### src/rtl/branch_redirect_unit.sv
// Fetch PC owner and branch prediction tracker (D -> E -> M); redirects fetch on M-stage mispredicts.
// Optional performance counters are enabled by defining BRU_PERF_CNT_EN.
module branch_redirect_unit #(
    parameter int              PC_W     = 32,
    parameter logic [PC_W-1:0] RESET_PC = 32'hBFC0_0000
) (
    input  logic            clk,
    input  logic            rst,
    input  logic            stallF,
    input  logic            stallD,
    input  logic            stallE,
    input  logic            stallM,
    input  logic            branchD,
    input  logic            pred_takeD,
    input  logic [PC_W-1:0] pcD,
    input  logic [PC_W-1:0] branch_targetD,
    input  logic            actual_takeM,
    output logic [PC_W-1:0] pcF,
    output logic            flushD,
    output logic            flushE,
    output logic            flushM,
    output logic            branchM,
    output logic [PC_W-1:0] pcM,
`ifdef BRU_PERF_CNT_EN
    output logic [31:0]     branch_cnt,
    output logic [31:0]     mispredict_cnt,
`endif
    output logic            mispredictM
);

    typedef struct packed {
        logic            branch;
        logic            pred_take;
        logic [PC_W-1:0] pc;
        logic [PC_W-1:0] target;
        logic [PC_W-1:0] fallthrough;
    } stage_t;

    logic [PC_W-1:0] pc_f_q, pc_f_d;
    stage_t          stage_e_q, stage_e_d;
    stage_t          stage_m_q, stage_m_d;
    logic            mispredict_m;
    logic            pred_d_redirect;
    logic [PC_W-1:0] redirect_addr;

    // A resolved mispredict in M outranks a predicted-taken redirect from D.
    always_comb begin
        mispredict_m    = stage_m_q.branch & ~stallM
                          & (stage_m_q.pred_take != actual_takeM);
        redirect_addr   = actual_takeM ? stage_m_q.target : stage_m_q.fallthrough;
        pred_d_redirect = pred_takeD & branchD & ~stallD & ~mispredict_m;

        pc_f_d = pc_f_q + PC_W'(4);
        if (mispredict_m) begin
            pc_f_d = redirect_addr;
        end else if (pred_d_redirect) begin
            pc_f_d = branch_targetD;
        end else if (stallF) begin
            pc_f_d = pc_f_q;
        end

        stage_e_d = stage_e_q;
        if (mispredict_m || stallD) begin
            if (mispredict_m || !stallE) begin
                stage_e_d = '0;
            end
        end else if (!stallE) begin
            stage_e_d.branch      = branchD;
            stage_e_d.pred_take   = pred_takeD;
            stage_e_d.pc          = pcD;
            stage_e_d.target      = branch_targetD;
            stage_e_d.fallthrough = pcD + PC_W'(4);
        end

        stage_m_d = stage_m_q;
        if (mispredict_m) begin
            stage_m_d = '0;
        end else if (!stallM) begin
            stage_m_d = stallE ? '0 : stage_e_q;
        end
    end

    always_ff @(posedge clk) begin
        if (rst) begin
            pc_f_q    <= RESET_PC;
            stage_e_q <= '0;
            stage_m_q <= '0;
        end else begin
            pc_f_q    <= pc_f_d;
            stage_e_q <= stage_e_d;
            stage_m_q <= stage_m_d;
        end
    end

    assign pcF         = pc_f_q;
    assign flushD      = mispredict_m | pred_d_redirect;
    assign flushE      = mispredict_m;
    assign flushM      = mispredict_m;
    assign branchM     = stage_m_q.branch;
    assign pcM         = stage_m_q.pc;
    assign mispredictM = mispredict_m;

`ifdef BRU_PERF_CNT_EN
    logic [31:0] branch_cnt_q, branch_cnt_d;
    logic [31:0] mispredict_cnt_q, mispredict_cnt_d;

    // A branch is counted once, on the cycle it leaves a non-stalled M stage.
    always_comb begin
        branch_cnt_d     = branch_cnt_q;
        mispredict_cnt_d = mispredict_cnt_q;
        if (stage_m_q.branch && !stallM) begin
            branch_cnt_d = branch_cnt_q + 32'd1;
        end
        if (mispredict_m) begin
            mispredict_cnt_d = mispredict_cnt_q + 32'd1;
        end
    end

    always_ff @(posedge clk) begin
        if (rst) begin
            branch_cnt_q     <= '0;
            mispredict_cnt_q <= '0;
        end else begin
            branch_cnt_q     <= branch_cnt_d;
            mispredict_cnt_q <= mispredict_cnt_d;
        end
    end

    assign branch_cnt     = branch_cnt_q;
    assign mispredict_cnt = mispredict_cnt_q;
`endif

endmodule
### config.mk
export PLATFORM = sky130hd
export DESIGN_NAME = branch_redirect_unit
export DESIGN_NICKNAME = d
export VERILOG_FILES = /design/src/rtl/branch_redirect_unit.sv
export SDC_FILE = /design/constraint.sdc
export NUM_CORES = 1
export LEC_CHECK = 0
export ABC_AREA = 0
export CAP_MARGIN = 20
export CORE_MARGIN = 2
export CORE_UTILIZATION = 45
export CTS_BUF_LIST = sky130_fd_sc_hd__clkbuf_8
export CTS_CLUSTER_DIAMETER = 80
export DETAILED_ROUTE_END_ITERATION = 10
export GPL_ROUTABILITY_DRIVEN = 0
export GPL_TIMING_DRIVEN = 0
export PLACE_DENSITY = 0.68
export SLEW_MARGIN = 5
export SYNTH_ARGS = -nofsm -noshare
export SYNTH_HDL_FRONTEND = slang
export SYNTH_SLANG_ARGS = --single-unit
### constraint.sdc
create_clock -name clk -period 2.35 [get_ports clk]
set_clock_uncertainty 0.15 [all_clocks]
set_input_delay 0.47 -clock clk [delete_from_list [all_inputs] [get_ports clk]]
set_output_delay 0.47 -clock clk [all_outputs]
set_load 0.005 [all_outputs]
==> impl_metrics.env, run 1 <==
export IMPL_end_kind="flip-flop"
export IMPL_grt_max_degree=11
export IMPL_p_total_mw=8.400
export IMPL_cts_buffer_depth=3
export IMPL_overflow=0
export IMPL_rsz0062_at_grt="yes"
export IMPL_final_nets=1470
export IMPL_status="completed"
export IMPL_cts_tree="done"
export IMPL_pwr_density_cell_mw_per_mm2=644.3
export IMPL_io_buffers=140
export IMPL_die_w_um=155.2
export IMPL_maxUsedRoutingLayer="met4"
export IMPL_synth_fp_nets=1279
export IMPL_die_h_um=155.2
export IMPL_fin_tns_setup_ns=0
export IMPL_fin_crit_ns=2.336
export IMPL_viasPerCell=5.626
export IMPL_dpl_worst_slack_ns=-1.106
export IMPL_drt_wl_total_um=32630
export IMPL_clk_pin_slew_worst_paths_ns=0.06
export IMPL_fmax_mhz=428.1
export IMPL_grtUsageTotal=0.2672
export IMPL_syn_area_mm2=0.01029
export IMPL_grt_pass1_vias=9266
export IMPL_firstDrtPassIters=7
export IMPL_post_route_util=0.5776
export IMPL_synthArstFlopShare=0
export IMPL_synth_edf_count=0
export IMPL_wl_per_cell_um=19.15
export IMPL_wirelength_met1_um=14290
export IMPL_yosysSeqAreaShare=0.4356
export IMPL_min_path_type="in -> reg"
export IMPL_crit_arrival_ns=2.58
export IMPL_cp_start_kind="flip-flop"
export IMPL_rows=55
export IMPL_antenna_found_initial=0
export IMPL_drive_gt1_frac=0.1240
export IMPL_fin_crit_sh=0.9941
export IMPL_htreeDepth=2
export IMPL_tightest_slew_ns=0.7383
export IMPL_peakVddDrop_uv=402.6
export IMPL_slew_headroom=0.5078
export IMPL_ant_nets=0
export IMPL_cts_buffers=38
export IMPL_vias=9586
export IMPL_fin_ws_ns=0.01390
export IMPL_setup_viol=0
export IMPL_yosysWarnings=0
export IMPL_place_hpwl_um=24100
export IMPL_cts_hold_buffers_added=0
export IMPL_drv_cap=0
export IMPL_grt_pass1_wl_um=51060
export IMPL_insertion_delay_ns=0.53
export IMPL_timing_hold_violations_final=0
export IMPL_start_util=0.4560
export IMPL_drtIter0Drc=635
export IMPL_clock_sinks=224
export IMPL_synth_cell_types=67
export IMPL_critPathKind="reg -> reg"
export IMPL_area_growth_pct=26.66
export IMPL_avgSynthCellArea_um2=8.550
export IMPL_p_leak_nw=4.858
export IMPL_n_antenna_cell=0
export IMPL_crit_required_ns=2.59
export IMPL_boundaryPins=142
export IMPL_synthCells=1204
export IMPL_synth_main_ff_cell="dfxtp_1"
export IMPL_drc=0
export IMPL_core_area_mm2=0.02257
export IMPL_die_area_mm2=0.02410
export IMPL_met2RoutedLength_um=14700
export IMPL_cts_root_buffer="clkbuf_8"
export IMPL_ys_ff_latch=224
export IMPL_critPathMaxFanout=10
export IMPL_finalMaxSlewViolations=0
export IMPL_wl_met3_um=2199
==> flip-flops by register name, indices dropped and copies added, names as in the netlist <==
signal,flops
branchM,1
pcM,32
stage_e_q,96
pcF,32
stage_m_q,63
==> what timing repair did <==
action	4_1_cts	5_1_grt
resized for setup	46	21
cloned	0	0
setup buffers	12	1
endpoints found under the setup margin	110	86
pin swaps	4	3
==> routing by layer <==
metal	track usage	up-vias
met3	0.05460	89
li1	-	4664
met4	0.1258	0
met5	0	-
met1	0.3390	4444
met2	0.4375	389
==> synthesized netlist by cell type (7+ instances only) <==
master	n	share of area
xor2_1	13	0.011
nor2b_1	8	0.0049
a22oi_1	75	0.055
mux2i_1	29	0.028
a211oi_1	12	0.0088
and4_1	7	0.0060
nor3_1	17	0.0083
a31oi_1	12	0.0073
nor3b_1	98	0.071
buf_1	15	0.0055
buf_4	34	0.025
dfxtp_1	224	0.44
nand3_1	27	0.013
nor2_1	218	0.079
nand2_1	43	0.016
a311oi_1	8	0.0068
clkbuf_1	61	0.022
and3_1	9	0.0055
nand4_1	23	0.014
o21ai_0	8	0.0039
buf_2	23	0.011
a22o_1	21	0.018
a21oi_1	120	0.058
xnor2_1	22	0.019
and2_1	8	0.0049
==> power breakdown <==
part | switching (mW) | internal (mW) | total (mW)
Clock | 1.57 | 1.92 | 3.49
Sequential | 0.0850 | 3.91 | 3.99
Combinational | 0.525 | 0.394 | 0.919
Total | 2.18 | 6.22 | 8.40
==> per-stage QoR <==
| stage | area [um2] | instances | hold WS [ns] |
|---|---|---|---|
| 6_report | 13040 | 1704 | 0.2336 |
| 5_1_grt | 13040 | 1704 | 0.2468 |
| 4_1_cts | 13000 | 1703 | 0.3267 |
| 3_5_place_dp | 12050 | 1629 | 0.3108 |
| 3_3_place_gp | 12050 | 1629 | 0.3062 |
| 2_1_floorplan | 10290 | 1204 | 0.2906 |
==> critical path: stages (launching register included) <==
cell and delay [ns]:
dfxtp_4 0.36, xor2_4 0.16, nand2_4 0.11, buf_4 0.17, buf_2 0.29, buf_2 0.30
nor2_1 0.09, a2111oi_1 0.47, nand3_1 0.12
==> layout make-up <==
cell class	instances	area [um2]
Fill cell	2054	9534
Multi-Input combinational cell	838	5200
Sequential cell	224	4492
Timing Repair Buffer	153	1481
Buffer	132	711.9
Clock buffer	51	701.9
Tap cell	285	356.6
Clock inverter	13	53.80
Inverter	8	40.04
==> path summary, 6_finish.rpt <==
kind                            cells past startpoint           from       endpoint  slack (ns)
worst max-delay path                                8  stage_m_q[96]        pcF[25]        0.01
worst max register to register                      8  stage_m_q[96]        pcF[25]        0.01
worst min-delay path                                3         pcD[2]  stage_e_q[66]        0.23
worst min register to register                      1  stage_e_q[24]  stage_e_q[24]        0.32
==> cells in the final DEF, fill, tap and decap left out, drive strengths merged, types with 7 or more instances in the layout <==
| master | instances |
|---|---|
| nor3b | 98 |
| and4 | 7 |
| and3 | 9 |
| xor2 | 14 |
| a31oi | 12 |
| a21oi | 120 |
| buf | 87 |
| nor2 | 219 |
| clkbuf | 113 |
| mux2i | 29 |
| dfxtp | 224 |
| nand3 | 28 |
| clkdlybuf4s50 | 133 |
| a311oi | 8 |
| nor3 | 20 |
| and2 | 8 |
| xnor2 | 22 |
| inv | 17 |
| o21ai | 9 |
| a22o | 21 |
| nand2 | 44 |
| a211oi | 12 |
| nand4 | 24 |
| nor2b | 8 |
| a22oi | 75 |
==> cells by family (layout without fill, tap and decap cells) <==
group | after synthesis | after routing | synth area share
AO/OA/AOI/OAI | 288 | 288 | 0.1850
flip-flops | 224 | 224 | 0.4356
adder cells (fa/ha/maj) | 2 | 2 | 0.002431
multiplexers | 29 | 29 | 0.02820
XOR/XNOR | 36 | 36 | 0.03136
buffers and inverters | 142 | 357 | 0.06770
AND/OR/NAND/NOR | 483 | 483 | 0.2497
(Power assumes the default switching activity.)
==> inputs of run 2 (changes only) <==
CELL_PAD_IN_SITES_DETAIL_PLACEMENT = 0   (was unset)
CELL_PAD_IN_SITES_GLOBAL_PLACEMENT = 1   (was unset)
CORE_ASPECT_RATIO = 0.6   (was unset)
CORE_UTILIZATION = 43   (was 45)
PLACE_DENSITY = unset   (was 0.68)
PLACE_DENSITY_LB_ADDON = 0.1   (was unset)
==> run 2 against run 1 <==
Via count up 2.9%. Power is 0.17% higher. Sequential share of layout area is essentially flat. Largest power group unchanged. Hold slack improved by 0.030 ns. Sequential cell count did not move. Combinational power grew 3.2%. Critical path type unchanged. Count of clock-buffer cells in the layout fell by 2. Worst setup slack improved by 0.030 ns.
==> impl_metrics.env, run 2 (same netlist as run 1, synthesis figures left out) <==
export IMPL_p_total_mw=8.415
export IMPL_final_nets=1467
export IMPL_die_area_mm2=0.02523
export IMPL_rows=43
export IMPL_grtUsageTotal=0.2799
export IMPL_final_seq_area_mm2=0.004491
export IMPL_ant_nets=0
export IMPL_io_buffers=140
export IMPL_fin_tns_setup_ns=0
export IMPL_cp_start_kind="flip-flop"
export IMPL_multi_input_area_mm2=0.005172
export IMPL_die_w_um=203.7
export IMPL_switchingPower_mw=2.271
export IMPL_drive_gt1_frac=0.1269
export IMPL_grt_max_degree=11
export IMPL_drc=0
export IMPL_finalMaxSlewViolations=0
export IMPL_drt_wl_total_um=35750
export IMPL_crit_arrival_ns=2.64
export IMPL_fin_ws_ns=0.04348
export IMPL_fillers=2214
export IMPL_wl_per_cell_um=20.63
export IMPL_end_kind="flip-flop"
export IMPL_drv_cap=0
export IMPL_switching_share=0.2699
export IMPL_cts_hold_buffers_added=0
export IMPL_r2r_slack_ns=0.04
export IMPL_min_path_type="in -> reg"
export IMPL_rsz0062_at_grt="yes"
export IMPL_place_hpwl_um=26530
export IMPL_place_area_mm2=0.01209
export IMPL_seq_power_share=0.473
export IMPL_timing_hold_ws_ns=0.2636
export IMPL_largest_register="stage_e_q"
export IMPL_clk_pin_slew_worst_paths_ns=0.07
export IMPL_antenna_found_initial=0
export IMPL_cts_buffer_depth=3
export IMPL_status="completed"
export IMPL_boundaryPins=142
export IMPL_post_route_util=0.5600
export IMPL_peakVddDrop_uv=442.1
export IMPL_p_comb_frac=0.113
export IMPL_overflow=0
export IMPL_drtIter0Drc=916
export IMPL_critPathKind="reg -> reg"
export IMPL_crit_required_ns=2.69
export IMPL_critPathMaxFanout=7
export IMPL_cts_buffers=35
export IMPL_slew_headroom=0.3960
export IMPL_area_growth_pct=26.74
export IMPL_grt_pass1_wl_um=52970
export IMPL_fmax_mhz=433.6
export IMPL_start_util=0.4419
export IMPL_p_leak_nw=4.856
export IMPL_mostFrequentLayoutCells="dfxtp_1 (221), nor2_1 (218), clkdlybuf4s50_1 (131)"
export IMPL_top_regs="stage_e_q x96, stage_m_q x63"
export IMPL_grt_pass1_vias=8991
export IMPL_dpl_worst_slack_ns=-1.092
export IMPL_tightest_slew_ns=0.9059
export IMPL_vias=9861
export IMPL_largest_register_ffs=96
export IMPL_cts_root_buffer="clkbuf_8"
export IMPL_final_common_cell="dfxtp_1"
export IMPL_setup_viol=0
export IMPL_clock_power_share=0.414
export IMPL_design_area_mm2=0.01305
export IMPL_n_antenna_cell=0
export IMPL_die_h_um=123.8
export IMPL_cts_tree="done"
export IMPL_fin_crit_ns=2.307
export IMPL_finalNonFillerCells=1733
export IMPL_timing_hold_violations_final=0
export IMPL_core_area_mm2=0.02330
export IMPL_firstDrtPassIters=6
export IMPL_p_int_mw=6.144
export IMPL_insertion_delay_ns=0.55
export IMPL_dp_cells=1660
export IMPL_clock_sinks=224
export IMPL_fin_crit_sh=0.9815
export IMPL_pwr_density_cell_mw_per_mm2=645.0
export IMPL_viasPerCell=5.690
export IMPL_htreeDepth=2
run 2: what timing repair did:
item	CTS	global route
pin swaps	3	3
buffers inserted	11	3
gates cloned	0	0
endpoints found under the setup margin	154	78
resized for setup	58	29
run 2: metal layers:
metal | vias up | GRT usage | share of wire
met5 | - | 0 | 0
li1 | 4670 | - | -
met1 | 4762 | 0.4253 | 0.50
met4 | 0 | 0.06204 | 0.012
met2 | 390 | 0.3790 | 0.39
met3 | 39 | 0.08608 | 0.098
run 2: worst max-delay path, stage by stage, from the launching register on:
cell and delay [ns]:
dfxtp_1 0.49, ha_1 0.35, nand4_1 0.18, or3_1 0.50, nor3_1 0.28, xor2_1 0.18, o2bb2ai_1 0.13
run 2: path summary, 6_finish.rpt:
check                 from       endpoint  depth (start not counted)
max reg2reg         pcF[2]        pcF[20]                          6
min                 pcD[2]   stage_e_q[2]                          3
min reg2reg  stage_e_q[23]  stage_e_q[23]                          1
max                 pcF[2]        pcF[20]                          6
run 2: power by group through the flow:
stage | Clock [mW] | Sequential [mW] | Combinational, mW
after floorplan | 0 | 4.04 | 0.484
after global placement | 0 | 4.06 | 0.904
after detailed placement | 0 | 4.06 | 0.912
after CTS | 3.53 | 3.98 | 0.926
after global routing | 3.70 | 3.99 | 1.02
final | 3.48 | 3.98 | 0.948
run 2: cell type report:
| type | count | share of cell area |
|---|---|---|
| buffer | 130 | 0.05351 |
| inverter | 8 | 0.003069 |
| clock buffer | 49 | 0.05169 |
| tap | 315 | 0.03021 |
| clock inverter | 14 | 0.004412 |
| multi-input combinational | 838 | 0.3965 |
| timing repair buffer | 155 | 0.1164 |
| sequential | 224 | 0.3442 |
==> inputs of run 3 (changes only) <==
CORE_UTILIZATION = 45   (was 43)
MAX_ROUTING_LAYER = met4   (was unset)
clock period = 2.81 ns   (was 2.35 ns; I/O delays follow)
==> run 3 against run 2 <==
Cell count decreased by 0.75%. First-iteration DRC count decreased by 3.1%. Combinational power decreased by 17%. Largest cell class unchanged. Worst setup slack improved by 0.019 ns. Largest power group unchanged.
==> impl_metrics.env, run 3 (same netlist as run 1, synthesis figures left out) <==
export IMPL_p_comb_frac=0.115
export IMPL_tightest_slew_ns=0.9674
export IMPL_start_util=0.4631
export IMPL_drt_wl_total_um=34740
export IMPL_fmax_mhz=363.9
export IMPL_fin_crit_sh=0.9778
export IMPL_wl_per_cell_um=20.20
export IMPL_switching_share=0.2745
export IMPL_critPathKind="reg -> out"
export IMPL_die_h_um=121.2
export IMPL_p_int_mw=4.942
export IMPL_slew_headroom=0.3501
export IMPL_area_growth_pct=24.85
export IMPL_final_nets=1464
export IMPL_fin_tns_setup_ns=0
export IMPL_top_regs="stage_e_q x96, stage_m_q x63"
export IMPL_grt_pass1_wl_um=53030
export IMPL_timing_hold_violations_final=0
export IMPL_largest_register="stage_e_q"
export IMPL_status="completed"
export IMPL_io_buffers=140
export IMPL_core_area_mm2=0.02223
export IMPL_crit_arrival_ns=2.04
export IMPL_seq_power_share=0.489
export IMPL_rows=42
export IMPL_setup_viol=0
export IMPL_clock_power_share=0.396
export IMPL_rsz0062_at_grt="no"
export IMPL_antenna_found_initial=0
export IMPL_cts_buffers=36
export IMPL_mostFrequentLayoutCells="dfxtp_1 (222), nor2_1 (218), clkdlybuf4s50_1 (135)"
export IMPL_overflow=0
export IMPL_die_area_mm2=0.02414
export IMPL_boundaryPins=142
export IMPL_htreeDepth=2
export IMPL_drv_cap=0
export IMPL_final_common_cell="dfxtp_1"
export IMPL_critPathMaxFanout=10
export IMPL_grtUsageTotal=0.2972
export IMPL_switchingPower_mw=1.870
export IMPL_clock_sinks=224
export IMPL_ant_nets=0
export IMPL_min_path_type="reg -> reg"
export IMPL_drc=0
export IMPL_cts_root_buffer="clkbuf_8"
export IMPL_place_hpwl_um=25960
export IMPL_cts_hold_buffers_added=0
export IMPL_cts_buffer_depth=3
export IMPL_p_leak_nw=4.743
export IMPL_firstDrtPassIters=5
export IMPL_peakVddDrop_uv=366.2
export IMPL_insertion_delay_ns=0.54
export IMPL_vias=9883
export IMPL_grt_pass1_vias=9000
export IMPL_timing_hold_ws_ns=0.3302
export IMPL_grt_max_degree=11
export IMPL_end_kind="primary output"
export IMPL_drive_gt1_frac=0.09773
export IMPL_crit_required_ns=2.10
export IMPL_cp_start_kind="flip-flop"
export IMPL_finalMaxSlewViolations=0
export IMPL_n_antenna_cell=0
export IMPL_cts_tree="done"
export IMPL_viasPerCell=5.746
export IMPL_clk_pin_slew_worst_paths_ns=0.07
export IMPL_pwr_density_cell_mw_per_mm2=530.1
export IMPL_fin_crit_ns=2.748
export IMPL_largest_register_ffs=96
export IMPL_drtIter0Drc=888
export IMPL_die_w_um=199.3
run 3: cell count changes in the layout (fill, tap and decap cells not counted), moves of 5 or more:
cell	delta
buf_1	+5
buf_6	-6
clkbuf_1	+12
clkbuf_2	-7
inv_1	+5
clkbuf_8	-7
buf_4	-5
run 3: metrics by stage:
step	area (um2)	utilization	total power, mW	cells	setup slack (ns)
finish	12850	0.5781	6.812	1720	0.06230
global placement	12080	0.5435	4.153	1652	-0.7766
global route	12850	0.5781	7.078	1720	0.01290
detailed placement	12080	0.5435	4.160	1652	-0.7977
floorplan	10290	-	3.786	1204	0.4582
CTS	12840	0.5778	6.827	1720	0.0004812
run 3: path summary, 6_finish.rpt:
path	to	cells past startpoint	slack [ns]	startpoint
setup / recovery	flushD	7	0.06	stage_m_q[96]
hold / removal	stage_e_q[17]	1	0.33	stage_e_q[17]
setup reg to reg	pcF[24]	8	0.14	stage_m_q[96]
hold reg to reg	stage_e_q[17]	1	0.33	stage_e_q[17]
run 3: timing repair:
item	CTS	global route
setup buffers	7	0
gates resized for setup	19	9
endpoints found under the setup margin	4	18
pin swaps	3	1
run 3: power groups by stage:
| stage | Sequential (mW) | Clock, mW | Combinational (mW) |
|---|---|---|---|
| 6_report | 3.33 | 2.70 | 0.783 |
| 5_1_grt | 3.34 | 2.90 | 0.842 |
| 4_1_cts | 3.33 | 2.73 | 0.769 |
| 3_5_place_dp | 3.40 | 0 | 0.761 |
| 3_3_place_gp | 3.40 | 0 | 0.754 |
| 2_1_floorplan | 3.38 | 0 | 0.405 |
run 3: worst max-delay path, stage by stage, from the launching register on:
cell and delay, ns:
dfxtp_2 0.35, xor2_2 0.20, nand2_4 0.10, inv_4 0.08, buf_12 0.10, nor2_8 0.04
inv_8 0.11, clkdlybuf4s50_1 0.51
run 3: layout make-up:
cell class,instances,area (um2)
Clock buffer,42,578.1
Sequential cell,224,4489
Fill cell,2116,9378
Tap cell,308,385.4
Inverter,8,40.04
Clock inverter,19,81.33
Buffer,133,681.9
Multi-Input combinational cell,838,5126
Timing Repair Buffer,148,1469
run 3: routing by layer:
| layer | global-route usage | wire [um] | vias up |
|---|---|---|---|
| li1 | - | - | 4655 |
| met1 | 0.4680 | 17730 | 4790 |
| met2 | 0.3824 | 13370 | 405 |
| met3 | 0.06921 | 3333 | 33 |
| met4 | 0.03965 | 314 | 0 |
| met5 | - | 0 | - |
